**src/rtl/ckpt_mon_pkg.sv**
```systemverilog
// ============================================================================
// Module : ckpt_mon_pkg
// Shared state encoding and default code-field constants for the monitor.
// Revision: 1.0
// ============================================================================
`default_nettype none

package ckpt_mon_pkg;

  typedef enum logic [2:0] {
    ST_IDLE  = 3'd0,
    ST_ARMED = 3'd1,
    ST_RUN   = 3'd2,
    ST_PASS  = 3'd3,
    ST_FAIL  = 3'd4
  } ckpt_state_e;

  localparam int          C_DEF_WIDTH     = 16;
  localparam logic [15:0] C_DEF_CODE_BASE = 16'hAB60;

endpackage

`default_nettype wire

```
**src/rtl/ckpt_stable_filter.sv**
```systemverilog
// ============================================================================
// Module : ckpt_stable_filter
// Registers the watched code and reports it once held for STABLE_CYCLES samples.
// Revision: 1.0
// ============================================================================
`default_nettype none

module ckpt_stable_filter #(
  parameter  int WIDTH         = 16,
  parameter  int STABLE_CYCLES = 2,
  localparam int CNTW          = $clog2(STABLE_CYCLES + 1)
) (
  input  logic             clk,
  input  logic             rst,
  input  logic [WIDTH-1:0] i_watch,
  output logic             o_stable_valid,
  output logic [WIDTH-1:0] o_stable_val
);

  logic [WIDTH-1:0] r_sample;
  logic [CNTW-1:0]  r_cnt;

  // Counter tracks how many consecutive samples equal the current r_sample.
  always_ff @(posedge clk or posedge rst) begin
    if (rst) begin
      r_sample <= '0;
      r_cnt    <= '0;
    end else begin
      r_sample <= i_watch;
      if (i_watch != r_sample) begin
        r_cnt <= CNTW'(1);
      end else if (r_cnt != CNTW'(STABLE_CYCLES)) begin
        r_cnt <= r_cnt + CNTW'(1);
      end
    end
  end

  assign o_stable_valid = (r_cnt == CNTW'(STABLE_CYCLES));
  assign o_stable_val   = r_sample;

endmodule

`default_nettype wire

```
**src/rtl/checkpoint_seq_monitor.sv**
```systemverilog
// ============================================================================
// Module : checkpoint_seq_monitor
// Ordered progress-code checker with PASS/FAIL/TIMEOUT verdict and cycle count.
// Optional per-checkpoint timestamp trace: define CKPT_MON_TRACE_EN.
// Revision: 1.0
// ============================================================================
`default_nettype none

module checkpoint_seq_monitor
  import ckpt_mon_pkg::*;
#(
  parameter  int               WIDTH          = C_DEF_WIDTH,
  parameter  int               NUM_CKPT       = 2,
  parameter  logic [WIDTH-1:0] CODE_BASE      = WIDTH'(C_DEF_CODE_BASE),
  parameter  int               STABLE_CYCLES  = 2,
  parameter  int               TIMEOUT_CYCLES = 220000,
  localparam int               SW             = $clog2(NUM_CKPT + 1),
  localparam int               CW             = $clog2(TIMEOUT_CYCLES + 1),
  localparam int               SELW           = (NUM_CKPT > 1) ? $clog2(NUM_CKPT) : 1
) (
  input  logic             wb_clk_i,
  input  logic             wb_rst_i,
  input  logic             enable_i,
  input  logic             strict_i,
  input  logic [WIDTH-1:0] watch_i,
  output logic             busy_o,
  output logic             pass_o,
  output logic             fail_o,
  output logic             timeout_o,
  output logic [SW-1:0]    stage_o,
  output logic [CW-1:0]    cycles_o,
  output logic [WIDTH-1:0] fail_code_o,
  input  logic [SELW-1:0]  trace_sel_i,
  output logic [CW-1:0]    trace_ts_o
);

  ckpt_state_e      r_state;
  logic             r_busy;
  logic             r_pass;
  logic             r_fail;
  logic             r_timeout;
  logic [SW-1:0]    r_stage;
  logic [CW-1:0]    r_cycles;
  logic [WIDTH-1:0] r_fail_code;

  logic             w_stable_valid;
  logic [WIDTH-1:0] w_stable_val;
  logic [WIDTH-1:0] w_expected;
  logic [WIDTH-1:0] w_last_code;
  logic             w_active;
  logic             w_last;
  logic             w_timeout;
  logic             w_take;
  logic             w_strict_hit;
  logic [CW-1:0]    w_cyc_next;

  ckpt_stable_filter #(
    .WIDTH         (WIDTH),
    .STABLE_CYCLES (STABLE_CYCLES)
  ) u_filter (
    .clk            (wb_clk_i),
    .rst            (wb_rst_i),
    .i_watch        (watch_i),
    .o_stable_valid (w_stable_valid),
    .o_stable_val   (w_stable_val)
  );

  assign w_expected  = CODE_BASE + WIDTH'(r_stage);
  assign w_last_code = w_expected - WIDTH'(1);
  assign w_active    = (r_state == ST_ARMED) || (r_state == ST_RUN);
  assign w_last      = (r_stage == SW'(NUM_CKPT - 1));
  assign w_cyc_next  = r_cycles + CW'(1);
  // The edge that moves cycles_o onto TIMEOUT_CYCLES-1 is the expiry edge.
  assign w_timeout   = (r_cycles == CW'(TIMEOUT_CYCLES - 2));
  // A final accept beats a coincident timeout; earlier accepts do not.
  assign w_take      = enable_i && w_active && w_stable_valid &&
                       (w_stable_val == w_expected) && (w_last || !w_timeout);
  assign w_strict_hit = (r_state == ST_RUN) && strict_i && w_stable_valid &&
                        (w_stable_val != w_expected) && (w_stable_val != w_last_code);

  always_ff @(posedge wb_clk_i or posedge wb_rst_i) begin
    if (wb_rst_i) begin
      r_state     <= ST_IDLE;
      r_busy      <= 1'b0;
      r_pass      <= 1'b0;
      r_fail      <= 1'b0;
      r_timeout   <= 1'b0;
      r_stage     <= '0;
      r_cycles    <= '0;
      r_fail_code <= '0;
    end else if (!enable_i) begin
      r_state     <= ST_IDLE;
      r_busy      <= 1'b0;
      r_pass      <= 1'b0;
      r_fail      <= 1'b0;
      r_timeout   <= 1'b0;
      r_stage     <= '0;
      r_cycles    <= '0;
      r_fail_code <= '0;
    end else begin
      case (r_state)
        ST_IDLE: begin
          r_state  <= ST_ARMED;
          r_busy   <= 1'b1;
          r_cycles <= '0;
        end
        ST_ARMED, ST_RUN: begin
          r_cycles <= w_cyc_next;
          if (w_take) begin
            r_stage <= r_stage + SW'(1);
            if (w_last) begin
              r_state <= ST_PASS;
              r_busy  <= 1'b0;
              r_pass  <= 1'b1;
            end else begin
              r_state <= ST_RUN;
            end
          end else if (w_timeout) begin
            r_state   <= ST_FAIL;
            r_busy    <= 1'b0;
            r_fail    <= 1'b1;
            r_timeout <= 1'b1;
            if (w_strict_hit) begin
              r_fail_code <= w_stable_val;
            end
          end else if (w_strict_hit) begin
            r_state     <= ST_FAIL;
            r_busy      <= 1'b0;
            r_fail      <= 1'b1;
            r_fail_code <= w_stable_val;
          end
        end
        default: begin
          r_state <= r_state;
        end
      endcase
    end
  end

  assign busy_o      = r_busy;
  assign pass_o      = r_pass;
  assign fail_o      = r_fail;
  assign timeout_o   = r_timeout;
  assign stage_o     = r_stage;
  assign cycles_o    = r_cycles;
  assign fail_code_o = r_fail_code;

`ifdef CKPT_MON_TRACE_EN
  logic [CW-1:0] r_trace [NUM_CKPT];
  logic [CW-1:0] r_trace_ts;
  logic [CW-1:0] w_trace_rd;

  always_comb begin
    w_trace_rd = '0;
    for (int i = 0; i < NUM_CKPT; i++) begin
      if (trace_sel_i == SELW'(i)) begin
        w_trace_rd = r_trace[i];
      end
    end
  end

  // Each entry holds the cycles_o value produced by its accepting edge.
  always_ff @(posedge wb_clk_i or posedge wb_rst_i) begin
    if (wb_rst_i) begin
      for (int i = 0; i < NUM_CKPT; i++) begin
        r_trace[i] <= '0;
      end
      r_trace_ts <= '0;
    end else if (!enable_i || (r_state == ST_IDLE)) begin
      for (int i = 0; i < NUM_CKPT; i++) begin
        r_trace[i] <= '0;
      end
      r_trace_ts <= '0;
    end else begin
      for (int i = 0; i < NUM_CKPT; i++) begin
        if (w_take && (r_stage == SW'(i))) begin
          r_trace[i] <= w_cyc_next;
        end
      end
      r_trace_ts <= w_trace_rd;
    end
  end

  assign trace_ts_o = r_trace_ts;
`else
  logic w_unused_sel;
  assign w_unused_sel = ^trace_sel_i;
  assign trace_ts_o   = '0;
`endif

endmodule

`default_nettype wire
```
**config.mk**
```make
export PLATFORM = sky130hd
export DESIGN_NAME = checkpoint_seq_monitor
export DESIGN_NICKNAME = d
export VERILOG_FILES = /design/src/rtl/ckpt_mon_pkg.sv /design/src/rtl/ckpt_stable_filter.sv /design/src/rtl/checkpoint_seq_monitor.sv
export SDC_FILE = /design/constraint.sdc
export NUM_CORES = 1
export LEC_CHECK = 0
export CAP_MARGIN = 20
export CORE_UTILIZATION = 43
export CTS_CLUSTER_DIAMETER = 40
export CTS_CLUSTER_SIZE = 16
export DETAILED_ROUTE_END_ITERATION = 7
export HOLD_SLACK_MARGIN = 0.1
export PLACE_DENSITY = 0.79
export SLEW_MARGIN = 20
export SYNTH_ARGS = -nofsm -noshare
export SYNTH_HDL_FRONTEND = slang
export SYNTH_SLANG_ARGS = --single-unit
export TNS_END_PERCENT = 1
```
**constraint.sdc**
```tcl
create_clock -name wb_clk_i -period 2.42 [get_ports wb_clk_i]
set_input_delay 0.363 -clock wb_clk_i [delete_from_list [all_inputs] [get_ports wb_clk_i]]
set_output_delay 0.363 -clock wb_clk_i [all_outputs]
set_load 0.05 [all_outputs]
```
==> results.sh, run 1 <==
export IMPL_status="finished, final reports clean"
export IMPL_drt_vias_per_instance=4.96
export IMPL_vdd_drop_max_uv=423
export IMPL_async_reset_ff_share_pct=100
export IMPL_wire_per_inst_um=13.6
export IMPL_io_buffers=59
export IMPL_r2r_cells=6
export IMPL_synth_seq_cells=61
export IMPL_max_freq_mhz=442
export IMPL_crit_fanout=7
export IMPL_nNetsFinal=385
export IMPL_multi_input_area_sq_um=1330
export IMPL_slew_headroom_pct=65.1
export IMPL_rsz0062_at_grt="false"
export IMPL_ios=79
export IMPL_grt_first_pass_wirelength_um=10500
export IMPL_die_h_um=85.7
export IMPL_ctsResizeCount=0
export IMPL_cts_buffers=9
export IMPL_antenna_found_initial=0
export IMPL_synth_edf_count=0
export IMPL_worstSetupStartpointType="flip-flop"
export IMPL_arrival_ns=2.48
export IMPL_r2r_slack_ns=0.16
export IMPL_slowest_delay_ns=0.56
export IMPL_ctsHoldBuffers=0
export IMPL_diodes=0
export IMPL_nFillCells=608
export IMPL_synth_main_ff_cell="dfrtp_1"
export IMPL_clock_latency_ns=0.34
export IMPL_fp_row_count=30
export IMPL_htreeDepth=3
export IMPL_cts_tree="yes"
export IMPL_hold_path_class="input pin to async pin"
export IMPL_finalHoldViolCount=0
export IMPL_syn_area_sq_um=3010
export IMPL_r2r_end="r_state[2]"
export IMPL_cts_setup_buffers=0
export IMPL_finalSetupViolCount=0
export IMPL_drt_first_iter_violations=69
export IMPL_syn_inst=286
export IMPL_start_util_pct=44.3
export IMPL_grt_usage_pct=18.7
export IMPL_grt_pass1_vias=2282
export IMPL_fin_worst_skew_ns=0.00825
export IMPL_regArea_sq_um=1530
export IMPL_clockBufferDepth=2
export IMPL_routed_wl_um=6240
export IMPL_overflow=0
export IMPL_r2r_start="u_filter.o_stable_val[4]"
export IMPL_grt_max_degree=44
export IMPL_gp_congestion=0.787
export IMPL_cts_sinks=61
export IMPL_final_cell_mix="dfrtp_1, clkdlybuf4s50_1, nor2_1"
export IMPL_core_area_sq_um=6790
export IMPL_fin_area_sq_um=3900
export IMPL_maxCapViolations=0
export IMPL_post_dp_hpwl_um=4580
export IMPL_post_route_period_util_pct=93.5
export IMPL_slew_viol_final=0
export IMPL_power_density_nw_per_um2=558
export IMPL_drc_errors=0
export IMPL_synth_cell_type_count=49
export IMPL_critical_path_cell_chain="or4b_4 -> or4_4 -> nor3b_4 -> o21ai_2 -> nor2b_4 -> o211a_1"
export IMPL_yosys_warnings=0
export IMPL_vias=2280
export IMPL_clkTransAtPathRegs_ns=0.07
export IMPL_ys_seq_area_share_pct=50.7
export IMPL_endpoint_kind="flip-flop"
export IMPL_place_area_sq_um=3710
export IMPL_layout_commonest_cell="dfrtp_1"
export IMPL_area_growth_pct=29.5
export IMPL_ant_nets=0
export IMPL_avgSynthCellArea_sq_um=10.5
export IMPL_p_leak_nw=1.78
export IMPL_worstMarginPinSlew_ns=0.523
export IMPL_min_period_ns=2.26
export IMPL_crit_slowest_cell="or4b_4"
export IMPL_dieArea_sq_um=7350
export IMPL_cp_required_ns=2.64
export IMPL_setup_tns_ns=0
export IMPL_root_buffer="clkbuf_8"
export IMPL_drive_gt1_share_pct=9.07
export IMPL_die_w_um=85.7
export IMPL_firstDrtPassIters=4
export IMPL_path_class="flip-flop to flip-flop"
## cell usage after synthesis, drive strengths merged (3+ instances only)
library cell	instances	share of area, %
or3	5	1.0
nand2	19	2.5
nand3	7	1.2
mux2i	17	5.6
a21oi	4	0.66
clkbuf	5	0.62
and3	6	1.2
nor4	3	0.62
ha	5	2.1
inv	13	1.6
xnor2	19	5.5
dfrtp	61	51
buf	19	4.9
nand4	11	2.3
nor2b	3	0.87
a31oi	5	1.0
xor2	13	3.8
o21ai	12	2.1
nor3	4	0.66
nor2	29	3.6
## final cells by class
cell class	instances	share of cell area, %
repair buffers	69	17.4
well taps	96	3.08
flip-flops and latches	61	39.1
clock buffers	12	3.72
inverters	14	1.35
multi-input cells	204	34.1
clock inverters	4	1.22
## critical path: cells and delay by family (launching register included)
kind | cells | cell delay [ns]
flops | 1 | 0.42
simple gates | 4 | 1.39
compound gates | 2 | 0.35
## report_power, final
| group | internal, mW | total [mW] | leakage [nW] | switching [mW] |
|---|---|---|---|---|
| clock network | 0.501 | 0.883 | 0.0964 | 0.383 |
| registers | 1.04 | 1.06 | 0.807 | 0.0236 |
| logic | 0.0804 | 0.231 | 0.876 | 0.151 |
| total | 1.62 | 2.18 | 1.78 | 0.557 |
## logic make-up (layout without fill, tap and decap cells)
logic type | count (synthesis) | in the layout | synth area share, %
simple gates | 100 | 100 | 18.2
flops | 61 | 61 | 50.7
buf+inv | 38 | 99 | 7.23
compound gates | 32 | 32 | 6.77
xor+xnor | 32 | 32 | 9.30
mux | 17 | 17 | 5.65
fa+ha+maj | 5 | 5 | 2.08
other cells | 1 | 18 | 0.124
## routing by layer
layer  global-route usage, %  vias to the layer above  part of all wire, %
li1                        -                     1098                    -
met1                    20.9                     1107                   43
met2                    33.2                       68                   50
met3                    5.20                        7                  5.1
met4                    8.79                        0                  1.8
met5                       0                        -                    0
## state kept, by name (all words and copies together) (netlist names)
register               flops
fail_code_o               16
pass_o                     1
u_filter.r_cnt             2
cycles_o                  18
r_state                    3
u_filter.o_stable_val     16
fail_o                     1
stage_o                    2
timeout_o                  1
busy_o                     1
## per-stage QoR
step | hold WS (ns) | utilization [%] | setup WS (ns) | power, mW | cells
2_1_floorplan | 0.394 | - | 0.255 | 1.26 | 303
3_3_place_gp | 0.476 | 54.6 | 0.186 | 1.31 | 444
3_5_place_dp | 0.487 | 54.6 | 0.164 | 1.32 | 444
4_1_cts | 0.367 | 57.4 | 0.155 | 2.20 | 460
5_1_grt | 0.410 | 57.4 | 0.0565 | 2.26 | 460
6_report | 0.353 | 57.4 | 0.157 | 2.18 | 460
## how the worst max path moves through the flow
stage / from / endpoint / slack [ns] / cells past startpoint
after detailed placement: enable_i / r_state[2] / 0.16 / 7
after global routing: u_filter.o_stable_val[4] / r_state[2] / 0.06 / 6
final: u_filter.o_stable_val[4] / r_state[2] / 0.16 / 6
after global placement: enable_i / cycles_o[15] / 0.19 / 7
after CTS: u_filter.o_stable_val[4] / r_state[2] / 0.15 / 6
after floorplan: stage_o[0] / r_state[2] / 0.25 / 6
Power figures use the tool's default switching activity.
==> inputs of run 2 (changes only) <==
--- a/config.mk
+++ b/config.mk
@@ -7,7 +7,7 @@
 export LEC_CHECK = 0
 export CAP_MARGIN = 20
 export CORE_UTILIZATION = 43
-export CTS_CLUSTER_DIAMETER = 40
+export CTS_CLUSTER_DIAMETER = 80
 export CTS_CLUSTER_SIZE = 16
 export DETAILED_ROUTE_END_ITERATION = 7
 export HOLD_SLACK_MARGIN = 0.1
==> results of run 2 <==
No change in the layout: final DEF, timing and power equal those of run 1.
